==> src/rtl/vadd_dma_ctrl_if.sv <==
// ----------------------------------------------------------------------------
// vadd_dma_ctrl_if
// DMA side of the ESP accelerator socket used by vadd_dma_ctrl.
//   read ctrl  : valid/ready + index/length/size/user    (request a burst read)
//   read chnl  : valid/ready + 64-bit data               (read data beats)
//   write ctrl : valid/ready + index/length/size/user    (request a burst write)
//   write chnl : valid/ready + 64-bit data               (write data beats)
// Modports:
//   master - accelerator side (issues ctrl requests, sinks read data,
//            sources write data)
//   slave  - DMA engine / memory side
// ----------------------------------------------------------------------------
interface vadd_dma_ctrl_if #(
    parameter int LEN_W = 32
);
    logic             dma_read_ctrl_valid;
    logic             dma_read_ctrl_ready;
    logic [LEN_W-1:0] dma_read_ctrl_data_index;
    logic [LEN_W-1:0] dma_read_ctrl_data_length;
    logic [2:0]       dma_read_ctrl_data_size;
    logic [5:0]       dma_read_ctrl_data_user;

    logic             dma_read_chnl_valid;
    logic             dma_read_chnl_ready;
    logic [63:0]      dma_read_chnl_data;

    logic             dma_write_ctrl_valid;
    logic             dma_write_ctrl_ready;
    logic [LEN_W-1:0] dma_write_ctrl_data_index;
    logic [LEN_W-1:0] dma_write_ctrl_data_length;
    logic [2:0]       dma_write_ctrl_data_size;
    logic [5:0]       dma_write_ctrl_data_user;

    logic             dma_write_chnl_valid;
    logic             dma_write_chnl_ready;
    logic [63:0]      dma_write_chnl_data;

    modport master (
        output dma_read_ctrl_valid, dma_read_ctrl_data_index, dma_read_ctrl_data_length,
               dma_read_ctrl_data_size, dma_read_ctrl_data_user,
        input  dma_read_ctrl_ready,
        input  dma_read_chnl_valid, dma_read_chnl_data,
        output dma_read_chnl_ready,
        output dma_write_ctrl_valid, dma_write_ctrl_data_index, dma_write_ctrl_data_length,
               dma_write_ctrl_data_size, dma_write_ctrl_data_user,
        input  dma_write_ctrl_ready,
        output dma_write_chnl_valid, dma_write_chnl_data,
        input  dma_write_chnl_ready
    );

    modport slave (
        input  dma_read_ctrl_valid, dma_read_ctrl_data_index, dma_read_ctrl_data_length,
               dma_read_ctrl_data_size, dma_read_ctrl_data_user,
        output dma_read_ctrl_ready,
        output dma_read_chnl_valid, dma_read_chnl_data,
        input  dma_read_chnl_ready,
        input  dma_write_ctrl_valid, dma_write_ctrl_data_index, dma_write_ctrl_data_length,
               dma_write_ctrl_data_size, dma_write_ctrl_data_user,
        output dma_write_ctrl_ready,
        input  dma_write_chnl_valid, dma_write_chnl_data,
        output dma_write_chnl_ready
    );
endinterface

==> src/rtl/vadd_dma_ctrl.sv <==
// ----------------------------------------------------------------------------
// vadd_dma_ctrl
// Sequencer for the 64-bit vector-add accelerator tile. On conf_done it reads
// vector A (base, len words) into a local buffer, reads vector B (base+len)
// adding it element-wise into the buffer, writes the sums back over A and
// pulses acc_done.
// Ports:
//   clk, rst_n      - clock (rising edge), asynchronous active-low reset
//   conf_info_reg0  - base word index of vector A
//   conf_info_reg1  - vector length in words
//   conf_done       - one-cycle start pulse, conf regs valid in that cycle
//   acc_done        - one-cycle completion pulse
//   debug           - status: bit0 = length out of range, bit1 = start
//                     pulse seen while busy (sticky until next start)
//   dma             - DMA ctrl/chnl handshakes (vadd_dma_ctrl_if.master)
//
//   state    | meaning
//   ---------+-----------------------------------------------------------
//   IDLE     | waiting for conf_done
//   RD_A_REQ | read request for vector A on the read ctrl port
//   RD_A_DAT | receiving A beats into the buffer
//   RD_B_REQ | read request for vector B
//   RD_B_DAT | receiving B beats, buffer <= buffer + B
//   WR_REQ   | write request for the result at base
//   WR_DAT   | sending buffer contents on the write channel
//   DONE     | acc_done pulse
//   ERR      | length too large, flag in debug, no DMA
// ----------------------------------------------------------------------------
module vadd_dma_ctrl #(
    parameter int MAX_LEN = 16,
    parameter int LEN_W   = 32
) (
    input  logic             clk,
    input  logic             rst_n,
    input  logic [LEN_W-1:0] conf_info_reg0,
    input  logic [LEN_W-1:0] conf_info_reg1,
    input  logic             conf_done,
    output logic             acc_done,
    output logic [31:0]      debug,
    vadd_dma_ctrl_if.master  dma
);
    localparam int         IDX_W   = (MAX_LEN > 1) ? $clog2(MAX_LEN) : 1;
    localparam logic [2:0] SIZE_64 = 3'b011;

    typedef enum logic [3:0] {
        IDLE, RD_A_REQ, RD_A_DAT, RD_B_REQ, RD_B_DAT, WR_REQ, WR_DAT, DONE, ERR
    } state_t;

    state_t           state_q, state_d;
    logic [LEN_W-1:0] base_q;
    logic [LEN_W-1:0] len_q;
    logic [LEN_W-1:0] rem_q;      // beats left after the current one
    logic [IDX_W-1:0] idx_q;      // buffer address of the current beat
    logic             chnl_en_q;  // channel open; low for one turnaround cycle after each ctrl handshake
    logic [31:0]      debug_q;
    logic [63:0]      vbuf_q [MAX_LEN];

    logic ctrl_hs;
    logic rd_beat;
    logic wr_beat;
    logic last_beat;
    logic start;

    assign last_beat = (rem_q == '0);
    assign start     = (state_q == IDLE) && conf_done;
    assign debug     = debug_q;

    always_ff @(posedge clk or negedge rst_n) begin
        if (!rst_n) begin
            state_q <= IDLE;
        end else begin
            state_q <= state_d;
        end
    end

    always_comb begin
        state_d  = state_q;
        acc_done = 1'b0;
        ctrl_hs  = 1'b0;
        rd_beat  = 1'b0;
        wr_beat  = 1'b0;

        dma.dma_read_ctrl_valid        = 1'b0;
        dma.dma_read_ctrl_data_index   = '0;
        dma.dma_read_ctrl_data_length  = '0;
        dma.dma_read_ctrl_data_size    = SIZE_64;
        dma.dma_read_ctrl_data_user    = '0;
        dma.dma_read_chnl_ready        = 1'b0;
        dma.dma_write_ctrl_valid       = 1'b0;
        dma.dma_write_ctrl_data_index  = '0;
        dma.dma_write_ctrl_data_length = '0;
        dma.dma_write_ctrl_data_size   = SIZE_64;
        dma.dma_write_ctrl_data_user   = '0;
        dma.dma_write_chnl_valid       = 1'b0;
        dma.dma_write_chnl_data        = '0;

        unique case (state_q)
            IDLE: begin
                if (conf_done) begin
                    if (conf_info_reg1 == '0) begin
                        state_d = DONE;
                    end else if (conf_info_reg1 > LEN_W'(MAX_LEN)) begin
                        state_d = ERR;
                    end else begin
                        state_d = RD_A_REQ;
                    end
                end
            end
            RD_A_REQ, RD_B_REQ: begin
                dma.dma_read_ctrl_valid       = 1'b1;
                dma.dma_read_ctrl_data_index  = (state_q == RD_A_REQ) ? base_q : base_q + len_q;
                dma.dma_read_ctrl_data_length = len_q;
                if (dma.dma_read_ctrl_ready) begin
                    ctrl_hs = 1'b1;
                    state_d = (state_q == RD_A_REQ) ? RD_A_DAT : RD_B_DAT;
                end
            end
            RD_A_DAT, RD_B_DAT: begin
                dma.dma_read_chnl_ready = chnl_en_q;
                if (chnl_en_q && dma.dma_read_chnl_valid) begin
                    rd_beat = 1'b1;
                    if (last_beat) begin
                        state_d = (state_q == RD_A_DAT) ? RD_B_REQ : WR_REQ;
                    end
                end
            end
            WR_REQ: begin
                dma.dma_write_ctrl_valid       = 1'b1;
                dma.dma_write_ctrl_data_index  = base_q;
                dma.dma_write_ctrl_data_length = len_q;
                if (dma.dma_write_ctrl_ready) begin
                    ctrl_hs = 1'b1;
                    state_d = WR_DAT;
                end
            end
            WR_DAT: begin
                dma.dma_write_chnl_valid = chnl_en_q;
                if (chnl_en_q) begin
                    dma.dma_write_chnl_data = vbuf_q[idx_q];
                end
                if (chnl_en_q && dma.dma_write_chnl_ready) begin
                    wr_beat = 1'b1;
                    if (last_beat) begin
                        state_d = DONE;
                    end
                end
            end
            DONE: begin
                acc_done = 1'b1;
                state_d  = IDLE;
            end
            ERR: begin
                state_d = DONE;
            end
            default: begin
                state_d = IDLE;
            end
        endcase
    end

    always_ff @(posedge clk or negedge rst_n) begin
        if (!rst_n) begin
            base_q    <= '0;
            len_q     <= '0;
            rem_q     <= '0;
            idx_q     <= '0;
            chnl_en_q <= 1'b0;
            debug_q   <= '0;
        end else begin
            if (start) begin
                base_q <= conf_info_reg0;
                len_q  <= conf_info_reg1;
            end

            if (ctrl_hs) begin
                idx_q     <= '0;
                rem_q     <= len_q - LEN_W'(1);
                chnl_en_q <= 1'b0;
            end else begin
                if (state_q == RD_A_DAT || state_q == RD_B_DAT || state_q == WR_DAT) begin
                    chnl_en_q <= 1'b1;
                end
                if (rd_beat || wr_beat) begin
                    idx_q <= idx_q + IDX_W'(1);
                    rem_q <= rem_q - LEN_W'(1);
                end
            end

            if (start) begin
                debug_q <= '0;
            end else begin
                if (conf_done) begin
                    debug_q[1] <= 1'b1;
                end
                if (state_q == ERR) begin
                    debug_q[0] <= 1'b1;
                end
            end
        end
    end

    // Buffer has no reset; its contents are only read after being written by A.
    always_ff @(posedge clk) begin
        if (rd_beat) begin
            if (state_q == RD_A_DAT) begin
                vbuf_q[idx_q] <= dma.dma_read_chnl_data;
            end else begin
                vbuf_q[idx_q] <= vbuf_q[idx_q] + dma.dma_read_chnl_data;
            end
        end
    end
endmodule

==> src/flat_wrapper.sv <==
// flat-port wrapper written by rule: the top's interface ports become plain ports
module vadd_dma_ctrl_flat 
#(
    parameter int MAX_LEN = 16,
    parameter int LEN_W   = 32
)
  (clk, rst_n, conf_info_reg0, conf_info_reg1, conf_done, acc_done, debug, dma_dma_read_ctrl_valid, dma_dma_read_ctrl_data_index, dma_dma_read_ctrl_data_length, dma_dma_read_ctrl_data_size, dma_dma_read_ctrl_data_user, dma_dma_read_ctrl_ready, dma_dma_read_chnl_valid, dma_dma_read_chnl_data, dma_dma_read_chnl_ready, dma_dma_write_ctrl_valid, dma_dma_write_ctrl_data_index, dma_dma_write_ctrl_data_length, dma_dma_write_ctrl_data_size, dma_dma_write_ctrl_data_user, dma_dma_write_ctrl_ready, dma_dma_write_chnl_valid, dma_dma_write_chnl_data, dma_dma_write_chnl_ready);
  vadd_dma_ctrl_if #(.LEN_W(LEN_W)) dma_i ();
  input  logic clk;
  input  logic rst_n;
  input  logic [LEN_W-1:0] conf_info_reg0;
  input  logic [LEN_W-1:0] conf_info_reg1;
  input  logic conf_done;
  output logic acc_done;
  output logic [31:0] debug;
  output wire logic [$bits(dma_i.dma_read_ctrl_valid)-1:0] dma_dma_read_ctrl_valid;
  output wire logic [$bits(dma_i.dma_read_ctrl_data_index)-1:0] dma_dma_read_ctrl_data_index;
  output wire logic [$bits(dma_i.dma_read_ctrl_data_length)-1:0] dma_dma_read_ctrl_data_length;
  output wire logic [$bits(dma_i.dma_read_ctrl_data_size)-1:0] dma_dma_read_ctrl_data_size;
  output wire logic [$bits(dma_i.dma_read_ctrl_data_user)-1:0] dma_dma_read_ctrl_data_user;
  input wire logic [$bits(dma_i.dma_read_ctrl_ready)-1:0] dma_dma_read_ctrl_ready;
  input wire logic [$bits(dma_i.dma_read_chnl_valid)-1:0] dma_dma_read_chnl_valid;
  input wire logic [$bits(dma_i.dma_read_chnl_data)-1:0] dma_dma_read_chnl_data;
  output wire logic [$bits(dma_i.dma_read_chnl_ready)-1:0] dma_dma_read_chnl_ready;
  output wire logic [$bits(dma_i.dma_write_ctrl_valid)-1:0] dma_dma_write_ctrl_valid;
  output wire logic [$bits(dma_i.dma_write_ctrl_data_index)-1:0] dma_dma_write_ctrl_data_index;
  output wire logic [$bits(dma_i.dma_write_ctrl_data_length)-1:0] dma_dma_write_ctrl_data_length;
  output wire logic [$bits(dma_i.dma_write_ctrl_data_size)-1:0] dma_dma_write_ctrl_data_size;
  output wire logic [$bits(dma_i.dma_write_ctrl_data_user)-1:0] dma_dma_write_ctrl_data_user;
  input wire logic [$bits(dma_i.dma_write_ctrl_ready)-1:0] dma_dma_write_ctrl_ready;
  output wire logic [$bits(dma_i.dma_write_chnl_valid)-1:0] dma_dma_write_chnl_valid;
  output wire logic [$bits(dma_i.dma_write_chnl_data)-1:0] dma_dma_write_chnl_data;
  input wire logic [$bits(dma_i.dma_write_chnl_ready)-1:0] dma_dma_write_chnl_ready;
  assign dma_dma_read_ctrl_valid = dma_i.dma_read_ctrl_valid;
  assign dma_dma_read_ctrl_data_index = dma_i.dma_read_ctrl_data_index;
  assign dma_dma_read_ctrl_data_length = dma_i.dma_read_ctrl_data_length;
  assign dma_dma_read_ctrl_data_size = dma_i.dma_read_ctrl_data_size;
  assign dma_dma_read_ctrl_data_user = dma_i.dma_read_ctrl_data_user;
  assign dma_i.dma_read_ctrl_ready = dma_dma_read_ctrl_ready;
  assign dma_i.dma_read_chnl_valid = dma_dma_read_chnl_valid;
  assign dma_i.dma_read_chnl_data = dma_dma_read_chnl_data;
  assign dma_dma_read_chnl_ready = dma_i.dma_read_chnl_ready;
  assign dma_dma_write_ctrl_valid = dma_i.dma_write_ctrl_valid;
  assign dma_dma_write_ctrl_data_index = dma_i.dma_write_ctrl_data_index;
  assign dma_dma_write_ctrl_data_length = dma_i.dma_write_ctrl_data_length;
  assign dma_dma_write_ctrl_data_size = dma_i.dma_write_ctrl_data_size;
  assign dma_dma_write_ctrl_data_user = dma_i.dma_write_ctrl_data_user;
  assign dma_i.dma_write_ctrl_ready = dma_dma_write_ctrl_ready;
  assign dma_dma_write_chnl_valid = dma_i.dma_write_chnl_valid;
  assign dma_dma_write_chnl_data = dma_i.dma_write_chnl_data;
  assign dma_i.dma_write_chnl_ready = dma_dma_write_chnl_ready;
  vadd_dma_ctrl #(.MAX_LEN(MAX_LEN), .LEN_W(LEN_W)) u_core (.clk(clk), .rst_n(rst_n), .conf_info_reg0(conf_info_reg0), .conf_info_reg1(conf_info_reg1), .conf_done(conf_done), .acc_done(acc_done), .debug(debug), .dma(dma_i));
endmodule
==> config.mk <==
export PLATFORM = sky130hd
export DESIGN_NAME = vadd_dma_ctrl_flat
export DESIGN_NICKNAME = d
export VERILOG_FILES = /design/src/rtl/vadd_dma_ctrl_if.sv /design/src/rtl/vadd_dma_ctrl.sv /design/src/flat_wrapper.sv
export SDC_FILE = /design/constraint.sdc
export NUM_CORES = 2
export LEC_CHECK = 0
export CAP_MARGIN = 20
export CORE_MARGIN = 8
export CORE_UTILIZATION = 35
export CTS_CLUSTER_SIZE = 10
export DETAILED_ROUTE_END_ITERATION = 12
export HOLD_SLACK_MARGIN = 0.15
export PLACE_DENSITY_LB_ADDON = 0.1
export SYNTH_ARGS = -nofsm -noshare
export SYNTH_HDL_FRONTEND = slang
export SYNTH_SLANG_ARGS = --single-unit
==> constraint.sdc <==
create_clock -name clk -period 6.1 [get_ports clk]
set_input_delay 1.83 -clock clk [delete_from_list [all_inputs] [get_ports clk]]
set_output_delay 1.83 -clock clk [all_outputs]
set_load 0.03 [all_outputs]
Word level (Yosys, flattened, before mapping) --
Memory sizes are Yosys's and may differ from the RTL's. Cells that the tools add are included.
Word-level totals: memories kept 1, output and inout bits 247, bits of input ports 135, bits in registers 107, memory bits (writable) 1024
Operators by class: eq/ne operators 15, magnitude comparators 1, muxes and demuxes 47, reduce and logical (&&, ||, !) cells 16, bitwise logic cells 1, add/sub/neg operators 5
Memory list:
- u_core.vbuf_q | depth 16, width 64, rd ports 1, clocked after memory_dff 0, write ports 1, line vadd_dma_ctrl.sv:56 | logic [63:0] vbuf_q [MAX_LEN];
Operators by type and width (number):
- 32-bit 2-to-1 mux | 7
- 64-bit 2-to-1 mux | 3
- 64-bit adder | 1
- 32-bit logical NOT | 2
- 32-bit by 1-bit subtractor with 32-bit output (second input constant) | 2
- 4-bit 2-to-1 mux | 11
- 32-bit adder | 1
- 32-bit by 5-bit greater-than comparator with 1-bit output (second input constant) | 1
- 4-bit case mux with 6 select lines | 1
- 1-bit 2-to-1 mux | 21
- 4-bit by 3-bit equality test with 1-bit output (second input constant) | 4
- 4-bit by 2-bit equality test with 1-bit output (second input constant) | 2
- 2-bit by 1-bit inequality test with 1-bit output (second input constant) | 4
- 2-bit nonzero test | 4
- 7-bit AND reduction | 1
- 3-bit 2-to-1 mux | 2
- 2-bit inequality test (second input constant) | 3
- 4-bit by 1-bit adder with 4-bit output (second input constant) | 1
- 4-bit by 1-bit equality test with 1-bit output (second input constant) | 1
- 4-bit equality test (second input constant) | 1
- 4-bit logical NOT | 1
- 2-bit OR reduction | 2
- 1-bit logical AND | 3
- 1-bit logical OR | 3
- other kinds (3) | 3

Longest topological paths before layout --
depth in word-level cells 6, mapped depth 18, depth with buffers taken out 14

Least setup slack after synthesis --
Ideal clock, no wire load.
kind in2reg, start point input port dma_dma_read_chnl_valid, end point memory u_core.vbuf_q[0][0] (enable), arrival 6.663 ns, library setup time 0.565 ns, slack -1.128 ns, path buffers 0, cell stages on the path 4, cells stage by stage nand2_1 > nor2_1 > nand2_1 > nor3_1
Between the ends: word-level cells in the longest chain between the ends 6, elaborated cells between the ends (all ways) 8
Ends and longest elaborated chain:
- start, declared | line flat_wrapper.sv:22 | input wire logic [$bits(dma_i.dma_read_chnl_valid)-1:0] dma_dma_read_chnl_valid;
- 1-bit logical AND * | line vadd_dma_ctrl.sv:120 | if (chnl_en_q && dma.dma_read_chnl_valid) begin
- 1-bit 2-to-1 mux * | line vadd_dma_ctrl.sv:120
- 1-bit 2-to-1 mux * | line vadd_dma_ctrl.sv:97 | unique case (state_q)
- 1-bit 2-to-1 mux | line vadd_dma_ctrl.sv:204 | if (rd_beat) begin
- 1-bit 2-to-1 mux, on equally long branches | line vadd_dma_ctrl.sv:206, vadd_dma_ctrl.sv:208
- 1-bit bitwise OR (no line) *
- end, declared | line vadd_dma_ctrl.sv:56
Mark *: on every way between the ends. The rest lies on a longest branch, timed or not.

Worst setup path in the final report --
start point register u_core.len_q[1], end point output port dma_dma_read_ctrl_data_index[31]
Between the ends: word-level cells in the longest chain between the ends 3
Ends and longest elaborated chain:
- start, declared | line vadd_dma_ctrl.sv:51 | logic [LEN_W-1:0] len_q;
- start signal, assigned | line vadd_dma_ctrl.sv:172 | len_q <= conf_info_reg1;
- 32-bit adder | line vadd_dma_ctrl.sv:111 | dma.dma_read_ctrl_data_index = (state_q == RD_A_REQ) ? base_q : base_q + len_q;
- 32-bit 2-to-1 mux | line vadd_dma_ctrl.sv:111
- 32-bit 2-to-1 mux | line vadd_dma_ctrl.sv:97
- end, declared | line flat_wrapper.sv:17 | output wire logic [$bits(dma_i.dma_read_ctrl_data_index)-1:0] dma_dma_read_ctrl_data_index;
Every way passes these cells.

==> impl_metrics.py <==
metrics = {
    "run_status": {
        "status": "finished, final reports clean",
    },
    "global_routing": {
        "grt_pass1_wl_mm": 235,
        "grt_use_total_pct": 19.6,
        "grt_overflow_total": 0,
        "antenna_found_initial": 6,
        "grt_pass1_vias": 32800,
        "grt_max_degree": 67,
    },
    "clock_network": {
        "root_buffer": "clkbuf_16",
        "tritoncts": "done",
        "clk_latency_ns": 0.77,
        "hold_buffers": 0,
        "htree_num_levels": 4,
        "numCtsBuffers": 137,
        "clkTransAtPathRegs_ns": 0.05,
        "cts.sinks": 1131,
        "clk_path_buf_depth": 3,
    },
    "critical_path": {
        "worstSetupPathType": "reg2out",
        "cp-end-kind": "output pin",
        "worstSetupStartpointType": "flip-flop",
        "r2r_slack_ns": 0.31,
        "r2r-end": "u_core.vbuf_q[9][60]$_DFFE_PP_",
        "ff2ff_path_depth": 19,
        "crit_path_max_fanout": 7,
        "r2r_start": "u_core.idx_q[0]$_DFFE_PN0P_",
        "required_ns": 4.27,
        "arrival_ns": 4.10,
    },
    "routing": {
        "vias_per_cell": 5.46,
        "drt_iter0_drc": 2695,
        "vias": 31300,
        "postRouteAntennaNets": 0,
        "drt-total-wl_mm": 161,
        "drc": 0,
        "wire_per_inst_um": 28.1,
        "drt_first_pass_iters": 6,
    },
    "min_path": {
        "worstHoldStart": "u_core.debug[1]$_DFFE_PN0P_",
        "hold_depth": 1,
        "min_to": "u_core.debug[1]$_DFFE_PN0P_",
        "min_path_type": "reg2reg",
    },
    "yosys": {
        "ys_warn_count": 0,
        "synth_edf_count": 1024,
        "synth.most_common_cell": "edfxtp_1",
        "synthFlopType": "edfxtp_1",
        "synth-simple-area-share_pct": 7.26,
        "avgSynthCellArea_um2": 16.1,
        "synthXorXnorAreaFrac_pct": 2.30,
        "ys_seq_area_share_pct": 64.5,
        "synth.area.mux_share_pct": 15.9,
        "synthTopCellsByArea": "edfxtp_1 59%, mux4_2 14%, dfrtp_1 5.2%",
        "synthAdderAreaFrac_pct": 2.47,
        "synth_common_cells": "1,024 x edfxtp_1, 320 x mux4_2, 199 x nand2_1",
        "synth_top_family_by_area": "multiplexers",
        "synth_compound_area_share_pct": 5.40,
        "synth_cells": 3226,
        "synth_cell_types": 92,
        "async_reset_ff_share_pct": 9.46,
        "netlist_area_um2": 51900,
        "synth_top_area_share_pct": 59.3,
        "synth_seq_cells": 1131,
        "synth_area_leader_cell": "edfxtp_1",
    },
    "die": {
        "coreArea_um2": 147000,
        "start_util_pct": 35.2,
        "ios": 382,
        "die_w_um": 401,
        "dieHeight_um": 401,
        "rows": 141,
        "die_area_um2": 161000,
    },
    "final_layout": {
        "finalNetCount": 3989,
        "final_cell_area_um2": 63200,
        "fin_cells": 5729,
        "drive_gt1_share_pct": 22.9,
        "fillers": 13100,
        "area_delta_synth_final_pct": 22.0,
    },
    "job": {
        "drv_cap": 0,
    },
    "timing": {
        "fin_skew_ns": 0.0421,
        "period_needed_ns": 5.93,
        "maxSlewViolCount": 0,
        "slew_headroom_pct": 30.2,
        "rsz0062_at_grt": "yes",
        "max_freq_ghz": 0.169,
        "period_share_pct": 97.2,
        "setup_violations": 0,
        "hold_viol": 0,
        "tightest_slew_ns": 1.04,
    },
    "pwr": {
        "ir_drop_mv": 0.260,
        "p_leak_nw": 21.7,
        "p_per_area_nw_per_um2": 484,
    },
    "placement": {
        "place_area_um2": 59000,
        "portBuffers": 333,
        "place_inst": 5537,
        "hpwlAfterDp_mm": 101,
        "gp_congestion": 0.876,
    },
}
[layer usage]
layer	GRT usage (%)	wire (um)	vias up
met5	0	11	-
met4	4.02	2720	2
met3	3.58	8080	183
met2	33.3	79100	939
met1	26.6	71000	16500
li1	-	-	13700
[cells by family after synthesis]
kind of cell | Yosys count
buf+inv | 254
fa+ha+maj | 101
compound gates | 451
other cells | 2
flops | 1131
simple gates | 737
mux | 414
xor+xnor | 136
[critical path, cell delays in order (launching register included)]
cell	delay, ns
dfrtp_1	0.45
ha_1	0.32
a21oi_1	0.09
nand4b_1	0.26
a21boi_2	0.24
a2bb2oi_2	0.10
o31ai_2	0.32
a21boi_2	0.14
o2111ai_1	0.21
a21oi_1	0.12
o41ai_1	0.60
dlygate4sd2_1	0.50
[registers in the layout, indices dropped and copies added, names as in the netlist]
signal,flops
u_core.idx_q,4
u_core.debug,2
u_core.vbuf_q,1024
u_core.len_q,32
u_core.state_q,4
u_core.rem_q,32
u_core.chnl_en_q,1
u_core.base_q,32
[report_power, final]
group | internal, mW | leakage (nW) | total (mW) | switching [mW]
clock network | 4.32 | 1.95 | 7.46 | 3.14
logic | 5.57 | 9.25 | 13.0 | 7.44
registers | 9.56 | 10.5 | 10.1 | 0.577
[placed cells by master, fill, tap and decap left out, types with 12 or more instances in the layout]
master	count
nand3_1	29
xnor2_1	69
mux2i_1	24
a21o_1	52
conb_1	48
o21ai_0	125
clkbuf_16	138
o21bai_1	15
buf_12	29
nor2b_1	13
nor3_1	42
nand2b_1	19
a31oi_1	12
nand4_1	30
nor4_1	22
and3_1	77
inv_1	26
nor2_4	15
xor2_1	66
edfxtp_1	1024
buf_4	202
mux4_2	320
clkbuf_1	17
dfrtp_1	101
nor2_1	134
mux2_2	69
a21oi_1	141
clkdlybuf4s50_1	307
o21a_1	14
ha_1	99
nand2_1	197
and2_1	100
[how the worst max path moves through the flow]
| stage | startpoint | endpoint | slack [ns] | cells after the start |
|---|---|---|---|---|
| 2_1_floorplan | u_core.idx_q[0]$_DFFE_PN0P_ | u_core.vbuf_q[0][60]$_DFFE_PP_ | 0.35 | 17 |
| 3_3_place_gp | dma_dma_read_chnl_data[3] | u_core.vbuf_q[12][63]$_DFFE_PP_ | -0.35 | 13 |
| 3_5_place_dp | dma_dma_read_chnl_data[1] | u_core.vbuf_q[15][63]$_DFFE_PP_ | -0.45 | 13 |
| 4_1_cts | u_core.base_q[0]$_DFFE_PN0P_ | dma_dma_read_ctrl_data_index[30] | -0.12 | 15 |
| 5_1_grt | u_core.base_q[0]$_DFFE_PN0P_ | dma_dma_read_ctrl_data_index[22] | -0.004 | 14 |
| 6_report | u_core.len_q[1]$_DFFE_PN0P_ | dma_dma_read_ctrl_data_index[31] | 0.17 | 11 |
[metrics by stage]
| step | hold WS, ns | power (mW) | utilization, % | TNS, ns | setup WS (ns) |
|---|---|---|---|---|---|
| 6_report | 0.482 | 30.6 | 42.9 | 0 | 0.171 |
| 5_1_grt | 0.506 | 32.2 | 42.9 | -0.00513 | -0.00383 |
| 4_1_cts | 0.487 | 30.9 | 42.8 | -0.210 | -0.121 |
| 3_5_place_dp | 0.475 | 23.1 | 40.0 | -31.44 | -0.453 |
| 3_3_place_gp | 0.473 | 23.0 | 40.0 | -19.99 | -0.354 |
| 2_1_floorplan | 0.472 | 18.4 | - | 0 | 0.348 |
[area by class of cell]
class / count / area [um2] / area share [%]
multi-input cells: 1887 / 17700 / 28.0
well taps: 1930 / 2410 / 3.82
clock inverters: 26 / 447 / 0.706
repair buffers: 569 / 5590 / 8.84
diodes: 1 / 2.50 / 0.00396
flip-flops and latches: 1131 / 33400 / 52.9
inverters: 27 / 101 / 0.160
clock buffers: 158 / 3560 / 5.63
[what timing repair did]
action                     CTS  global route
gates cloned                 3             0
setup buffers                3             1
pin swaps                    0             4
gates resized for setup     39            26
setup endpoints to repair   62           136
Power figures use the tool's default switching activity.
